$ cat config.mk
export PLATFORM = sky130hd
export DESIGN_NAME = sequential_alu_arbiter
export DESIGN_NICKNAME = d
export VERILOG_FILES = /design/src/rtl/sequential_alu_arbiter.sv
export SDC_FILE = /design/constraint.sdc
export NUM_CORES = 1
export LEC_CHECK = 0
export BUFFER_PORTS_ARGS = -buffer_cell sky130_fd_sc_hd__buf_4
export CAP_MARGIN = 20
export CORE_AREA = 8 8 153 155
export CTS_BUF_LIST = sky130_fd_sc_hd__clkbuf_16
export DETAILED_ROUTE_END_ITERATION = 10
export DIE_AREA = 0 0 161 163
export PLACE_DENSITY = 0.59
export SLEW_MARGIN = 30
export SYNTH_ARGS = -nofsm -noshare
export SYNTH_HDL_FRONTEND = slang
export SYNTH_SLANG_ARGS = --single-unit
$ cat constraint.sdc
create_clock -name i_clk -period 2.6 [get_ports i_clk]
set_input_delay 0.26 -clock i_clk [delete_from_list [all_inputs] [get_ports i_clk]]
set_output_delay 0.26 -clock i_clk [all_outputs]
set_load 0.02 [all_outputs]
$ cat src/rtl/sequential_alu_arbiter.sv
// sequential_alu_arbiter: round-robin arbiter sharing one sequential ALU
// between NUM_REQ requesters. Latches the winner's opcode/operands, holds
// one-hot op strobes until the ALU accepts, then returns result, overflow
// and a one-cycle done pulse to the winner.
// Optional macro ALU_TIMEOUT_EN: aborts an operation after TIMEOUT BUSY
// cycles without accept (o_q=0, o_ovf=1, o_timeout=1).
module sequential_alu_arbiter #(
  parameter int DATA_WIDTH = 32,
  parameter int NUM_REQ    = 4,
  parameter int TIMEOUT    = 255
) (
  input  logic                          i_clk,
  input  logic                          i_nrst,
  input  logic [NUM_REQ-1:0]            i_req,
  input  logic [2*NUM_REQ-1:0]          i_op,
  input  logic [NUM_REQ*DATA_WIDTH-1:0] i_a,
  input  logic [NUM_REQ*DATA_WIDTH-1:0] i_b,
  output logic [NUM_REQ-1:0]            o_done,
  output logic [DATA_WIDTH-1:0]         o_q,
  output logic                          o_ovf,
  output logic                          o_timeout,
  output logic                          o_busy,
  output logic [DATA_WIDTH-1:0]         o_alu_a,
  output logic [DATA_WIDTH-1:0]         o_alu_b,
  output logic                          o_alu_add,
  output logic                          o_alu_sub,
  output logic                          o_alu_mul,
  output logic                          o_alu_div,
  input  logic [DATA_WIDTH-1:0]         i_alu_q,
  input  logic                          i_alu_ovf,
  input  logic                          i_alu_accept
);

  localparam int PW = (NUM_REQ > 1) ? $clog2(NUM_REQ) : 1;

  typedef enum logic [1:0] {IDLE, BUSY, RESP} state_t;

  state_t          state;
  logic [PW-1:0]   ptr;
  logic [PW-1:0]   grant;
  logic [3:0]      strobe;   // {div, mul, sub, add}
  logic [PW-1:0]   win;
  logic            win_found;
  logic [PW-1:0]   next_ptr;
  logic [1:0]      sel_op;
  logic [DATA_WIDTH-1:0] sel_a;
  logic [DATA_WIDTH-1:0] sel_b;

  assign o_alu_add = strobe[0];
  assign o_alu_sub = strobe[1];
  assign o_alu_mul = strobe[2];
  assign o_alu_div = strobe[3];

  // Round-robin search: first set request starting at ptr, wrapping.
  always_comb begin
    win       = '0;
    win_found = 1'b0;
    for (int unsigned k = 0; k < NUM_REQ; k++) begin
      automatic int unsigned idx = int'(ptr) + k;
      if (idx >= NUM_REQ) idx = idx - NUM_REQ;
      if (!win_found && i_req[idx]) begin
        win_found = 1'b1;
        win       = PW'(idx);
      end
    end
  end

  // Winner's operands/opcode and the pointer value following the grant.
  always_comb begin
    sel_op   = i_op[2*win +: 2];
    sel_a    = i_a[win*DATA_WIDTH +: DATA_WIDTH];
    sel_b    = i_b[win*DATA_WIDTH +: DATA_WIDTH];
    next_ptr = (grant == PW'(NUM_REQ-1)) ? '0 : grant + 1'b1;
  end

`ifdef ALU_TIMEOUT_EN
  logic [7:0] tcnt;
`else
  assign o_timeout = 1'b0;
`endif

  // Arbitration FSM with all outputs registered.
  always_ff @(posedge i_clk) begin
    if (!i_nrst) begin
      state   <= IDLE;
      ptr     <= '0;
      grant   <= '0;
      strobe  <= '0;
      o_done  <= '0;
      o_q     <= '0;
      o_ovf   <= 1'b0;
      o_busy  <= 1'b0;
      o_alu_a <= '0;
      o_alu_b <= '0;
`ifdef ALU_TIMEOUT_EN
      tcnt      <= '0;
      o_timeout <= 1'b0;
`endif
    end else begin
      case (state)
        IDLE: begin
          if (win_found) begin
            o_alu_a <= sel_a;
            o_alu_b <= sel_b;
            strobe  <= 4'b0001 << sel_op;
            grant   <= win;
            o_busy  <= 1'b1;
            state   <= BUSY;
`ifdef ALU_TIMEOUT_EN
            tcnt    <= '0;
`endif
          end
        end
        BUSY: begin
          if (i_alu_accept) begin
            o_q    <= i_alu_q;
            o_ovf  <= i_alu_ovf;
            strobe <= '0;
            o_done <= NUM_REQ'(1) << grant;
            ptr    <= next_ptr;
            state  <= RESP;
`ifdef ALU_TIMEOUT_EN
            o_timeout <= 1'b0;
          end else if (tcnt == 8'(TIMEOUT - 1)) begin
            // Counter value TIMEOUT-1 marks the TIMEOUT-th BUSY cycle.
            o_q       <= '0;
            o_ovf     <= 1'b1;
            o_timeout <= 1'b1;
            strobe    <= '0;
            o_done    <= NUM_REQ'(1) << grant;
            ptr       <= next_ptr;
            state     <= RESP;
          end else begin
            tcnt <= tcnt + 8'd1;
`endif
          end
        end
        RESP: begin
          o_done <= '0;
          o_busy <= 1'b0;
          state  <= IDLE;
        end
        default: state <= IDLE;
      endcase
    end
  end

endmodule

Word-level counts from Yosys, hierarchy flattened
Index checks and enable logic that the tools add are counted.

storage, ports and cells
  register bits after elaboration = 112
  bits of input ports = 304
  output and inout port bits = 107
  word-level logic and storage cells = 83

operators by class
  $add $sub $neg = 8
  $lt $le $gt $ge = 8
  eq/ne operators = 5
  shift operators = 5
  multiplexer cells = 31
  reduce and logical (&&, ||, !) cells = 16

operators with widths
  cell                   number
  $shiftx A128 B8 Y32    2
  $lt A32 B3 Y1 const B  4
  $mux W32               4
  $pmux W4 S2            2
  $mux W2                7
  $mux W4                3
  $sub A3 B3 Y4 const B  3
  $reduce_and A2 Y1      5
  $ge A3 B3 Y1 const B   3
  $mux W1                9
  $bmux W1 S2            4
  $shiftx A8 B4 Y2       1
  $shl A1 B2 Y4 const A  2
  $add A2 B2 Y3 const B  2
  $reduce_bool A2 Y1     3
  $eq A2 B2 Y1 const B   2
  $ne A2 B2 Y1 const B   2
  $pmux W2 S2            1
  $sub A2 B3 Y4 const B  1
  $add A2 B1 Y3 const B  1
  $ge A2 B3 Y1 const B   1
  $logic_and A1 B1 Y1    3
  $logic_not A1 Y1       3
  $reduce_and A3 Y1      1
  other kinds (4)        4

Longest topological paths before layout
  depth in word-level cells = 18
  depth in mapped cells = 8
  mapped depth without buffers = 6

Least setup slack after synthesis
Ideal clock, no wire load.

  kind = flip-flop to flip-flop
  from = reg ptr[0]
  to = reg o_alu_a[0]
  setup time = 0.117 ns
  arrival time = 1.562 ns
  required time = 2.483 ns
  setup slack = 0.921 ns
  stages on the path, launching flop included = 9
  path buffers = 2
  period minus slack after synthesis = 1.679 ns
  cells stage by stage = dfxtp_1 > nand2b_1 > a21oi_2 > a211o_2 > buf_6 > clkbuf_8 > nand2_1 > nand3_1 > a32o_1

between the ends
  longest elaborated chain between the ends = 15
  elaborated cells on any way between the ends = 39
  classes of those cells = add/sub (7); order compare (4); shift (1); mux (20); reduce/logical (7)

RTL lines
  what                                                    line  RTL
  start, declared                                         39    logic [PW-1:0] ptr;
  start signal, assigned                                  120   ptr <= next_ptr;
  branches (longest 15 deep; another with $sub A3 B3 Y4)  -
  end signal, assigned                                    103   o_alu_a <= sel_a;
  end, declared                                           23    output logic [DATA_WIDTH-1:0] o_alu_a,

Several ways; the timed one is not identified. The select of a mux whose other input is x is not followed.
A chain may end at the register's enable or synchronous reset.

Worst setup path after layout
  from = reg ptr[1]
  to = reg strobe[2]

between the ends
  longest elaborated chain between the ends = 18
  elaborated cells on any way between the ends = 43
  classes of those cells = add/sub (7); order compare (4); eq/ne (1); shift (2); mux (22); reduce/logical (7)

RTL lines
  what                                                    line  RTL
  branches (longest 18 deep; another with $sub A3 B3 Y4)  -
  end signal, assigned                                    105   strobe <= 4'b0001 << sel_op;
  end, declared                                           41    logic [3:0] strobe;

Several ways; the timed one is not identified. The select of a mux whose other input is x is not followed.

==> impl_metrics.yaml <==
run_status:
  run_status: "finished, final reports clean"
timing:
  rsz0062_at_grt: "no"
  setup_viol_count_final: 0
  period_needed_ns: 2.104
  hold_viol: 0
  tns_ns: 0
  fin_skew_ns: 0.01608
  finalCritPeriodShare_pct: 80.93
  fmax_mhz: 475.2
  slew_violations: 0
setup_path:
  r2r_slack_ns: 0.50
  cp.buffers_inverters: 1
  path_cells: "a21oi_2 -> nor3b_2 -> nor3_4 -> buf_4 -> mux2i_1 -> mux2i_1 -> a32o_1"
  cp.required_ns: 2.85
  cp_top_family: "multiplexers"
  path_class: "flip-flop to flip-flop"
  end_kind: "flip-flop"
  cpMostUsedCell: "mux2i_1"
  crit_slowest_cell: "dfxtp_1"
  cp_data_arrival_time_ns: 2.35
  slowest_delay_ns: 0.41
  startpoint_type: "flip-flop"
  worst-path-max-fanout: 34
power_and_ir_drop:
  vdd_ir_drop_max_mv: 0.3017
  powerDensity_mw_per_mm2: 536.7
  leakage_nw: 4.432
logic_synthesis:
  synth_nets: 1123
  synth_ff_type: "dfxtp_1"
  synth-edff-count: 0
  ys_seq_area_share_pct: 35.67
  synth_top_area_share_pct: 35.67
  synthTopCellsByArea: "dfxtp_1 (36%), nand2_1 (20%), a32o_1 (11%), nand3b_1 (7.6%), clkbuf_8 (6.6%)"
  synth.cell_area_sq_mm: 0.006286
  synth_cell_type_count: 42
  syn_inst: 815
  synthArstFlopShare_pct: 0
  avgSynthCellArea_sq_um: 7.713
  yosysWarningCount: 0
  yosys.area.top_type: "dfxtp_1"
  synth_seq_cells: 112
global_route:
  overflow: 0
  antenna_found_initial: 0
  grt_usage_pct: 19.93
  grt_pass1_wl_mm: 41.28
  grt_start_max_net_pins: 102
  grt_pass1_vias: 6854
final_layout:
  layoutNonFillerInstCount: 1459
  nets: 1487
  nFillCells: 2148
  area_delta_synth_final_pct: 51.89
  seqCellArea_sq_mm: 0.002242
  final_layout_size_suffix_gt1_share_pct: 38.26
  diodes: 0
  multiInputGateArea_sq_mm: 0.003373
clock_network:
  clkSinkCount: 112
  cts_buffers: 9
  htree_levels: 3
  cts_tree: "yes"
  cts.repair.resized: 0
  cts_setup_buffers: 0
  clock_path_buffers: 2
  cts_root_buf: "clkbuf_16"
  clk_latency_ns: 0.36
  clk_pin_slew_ns: 0.09
  hold_buffers: 0
detailed_routing:
  routed_via_density: 4.860
  drtAntennaViolNets: 0
  drt_iter0_markers: 510
  routed_wl_mm: 28.15
  first_pass_iters: 6
  vias: 7091
  drc: 0
  wl_per_cell_um: 19.29
floorplan:
  die_area_sq_mm: 0.02624
  ioPinCount: 411
  die_h_um: 163
  initial_core_util_pct: 30.19
  core_area_sq_mm: 0.02082
  die_x_um: 161
  rows: 53
place:
  place_inst: 1443
  gp_congestion: 0.8581
  dp_hpwl_mm: 21.78
  io_buffers: 409
min_path:
  min_path_type: "input pin to flip-flop"
job:
  cap_violations: 0
cell families (layout without fill, tap and decap cells):
| family | Yosys count | count (layout) | share of synthesized area (%) |
|---|---|---|---|
| flip-flops | 112 | 112 | 35.67 |
| multiplexers | 7 | 7 | 1.135 |
| buffers and inverters | 78 | 447 | 10.91 |
| AND/OR/NAND/NOR | 488 | 488 | 35.15 |
| other | 1 | 1 | 0.05966 |
| adder cells (fa/ha/maj) | 4 | 4 | 0.7962 |
| AO/OA/AOI/OAI | 125 | 125 | 16.28 |
per-layer routing:
| layer | vias to the layer above | global-route usage, % | part of all wire (%) |
|---|---|---|---|
| met5 | - | 0 | 0 |
| met4 | 0 | 4.672 | 1.6 |
| met3 | 21 | 7.331 | 10 |
| met2 | 306 | 34.59 | 50 |
| met1 | 3239 | 22.93 | 39 |
| li1 | 3525 | - | - |
registers in the layout, indices dropped and copies added, names as in the netlist:
name,count
o_alu_a,32
grant,2
o_busy,1
strobe,4
ptr,2
state,2
o_q,32
o_alu_b,32
o_ovf,1
o_done,4
layout by cell type (no fill, tap or decap), types with 2 or more instances in the layout:
master / count
inv_6: 4
o21ai_1: 2
o21ai_0: 4
nor3_1: 2
nor2_1: 11
ha_1: 4
a21oi_2: 2
inv_1: 6
nand2_1: 334
dfxtp_1: 112
buf_12: 6
clkinv_8: 2
a32o_1: 66
a21oi_1: 38
mux2i_1: 6
buf_4: 418
nand2b_1: 2
nand3_1: 66
nand3b_1: 64
a22oi_1: 5
clkbuf_16: 9
through the flow:
| stage | setup WS, ns | area, sq um | hold WS [ns] | utilization, % | power (mW) |
|---|---|---|---|---|---|
| 2_1_floorplan | 0.9206 | 6286 | 0.3934 | - | 2.974 |
| 3_3_place_gp | 0.4224 | 9244 | 0.4420 | 44.39 | 3.709 |
| 3_5_place_dp | 0.4371 | 9244 | 0.4466 | 44.39 | 3.720 |
| 4_1_cts | 0.4170 | 9548 | 0.1206 | 45.85 | 5.209 |
| 5_1_grt | 0.3373 | 9548 | 0.1164 | 45.85 | 5.421 |
| 6_report | 0.4958 | 9548 | 0.1390 | 45.85 | 5.124 |
path summary, 6_finish.rpt:
path,start,endpoint,cells after the start
setup / recovery,ptr[1],strobe[2],7
hold / removal,i_alu_q[29],o_q[29],3
setup reg to reg,ptr[1],strobe[2],7
hold reg to reg,o_q[14],o_q[14],2
final cells by class:
type | instances | area share (%)
flip-flops and latches | 112 | 23.48
multi-input cells | 625 | 35.33
clock inverters | 7 | 0.8256
clock buffers | 9 | 2.359
inverters | 7 | 0.2752
well taps | 275 | 3.604
repair buffers | 424 | 34.12
where the power goes:
| part | switching (mW) | total, mW | internal (mW) |
|---|---|---|---|
| Combinational | 0.879 | 1.69 | 0.811 |
| Sequential | 0.0935 | 1.97 | 1.88 |
| Clock | 0.772 | 1.46 | 0.692 |
| Total | 1.74 | 5.12 | 3.38 |
synthesized netlist by cell type (2+ instances only):
cell type,number
a21oi_1,38
a21oi_2,2
a22oi_1,5
a32o_1,66
buf_2,11
buf_4,3
buf_6,6
clkbuf_1,15
clkbuf_2,4
clkbuf_8,30
dfxtp_1,112
dlymetal6s2s_1,2
ha_1,4
inv_1,6
mux2i_1,6
nand2_1,334
nand2b_1,2
nand3_1,66
nand3b_1,64
nor2_1,12
nor3_1,2
o21ai_0,4
o21ai_1,2
tightest hold or removal path, delay by kind of cell:
family                 cells  cell delay, ns
buffers and inverters      1            0.11
AO/OA/AOI/OAI              1            0.05
AND/OR/NAND/NOR            1            0.04
Power figures use the tool's default switching activity.
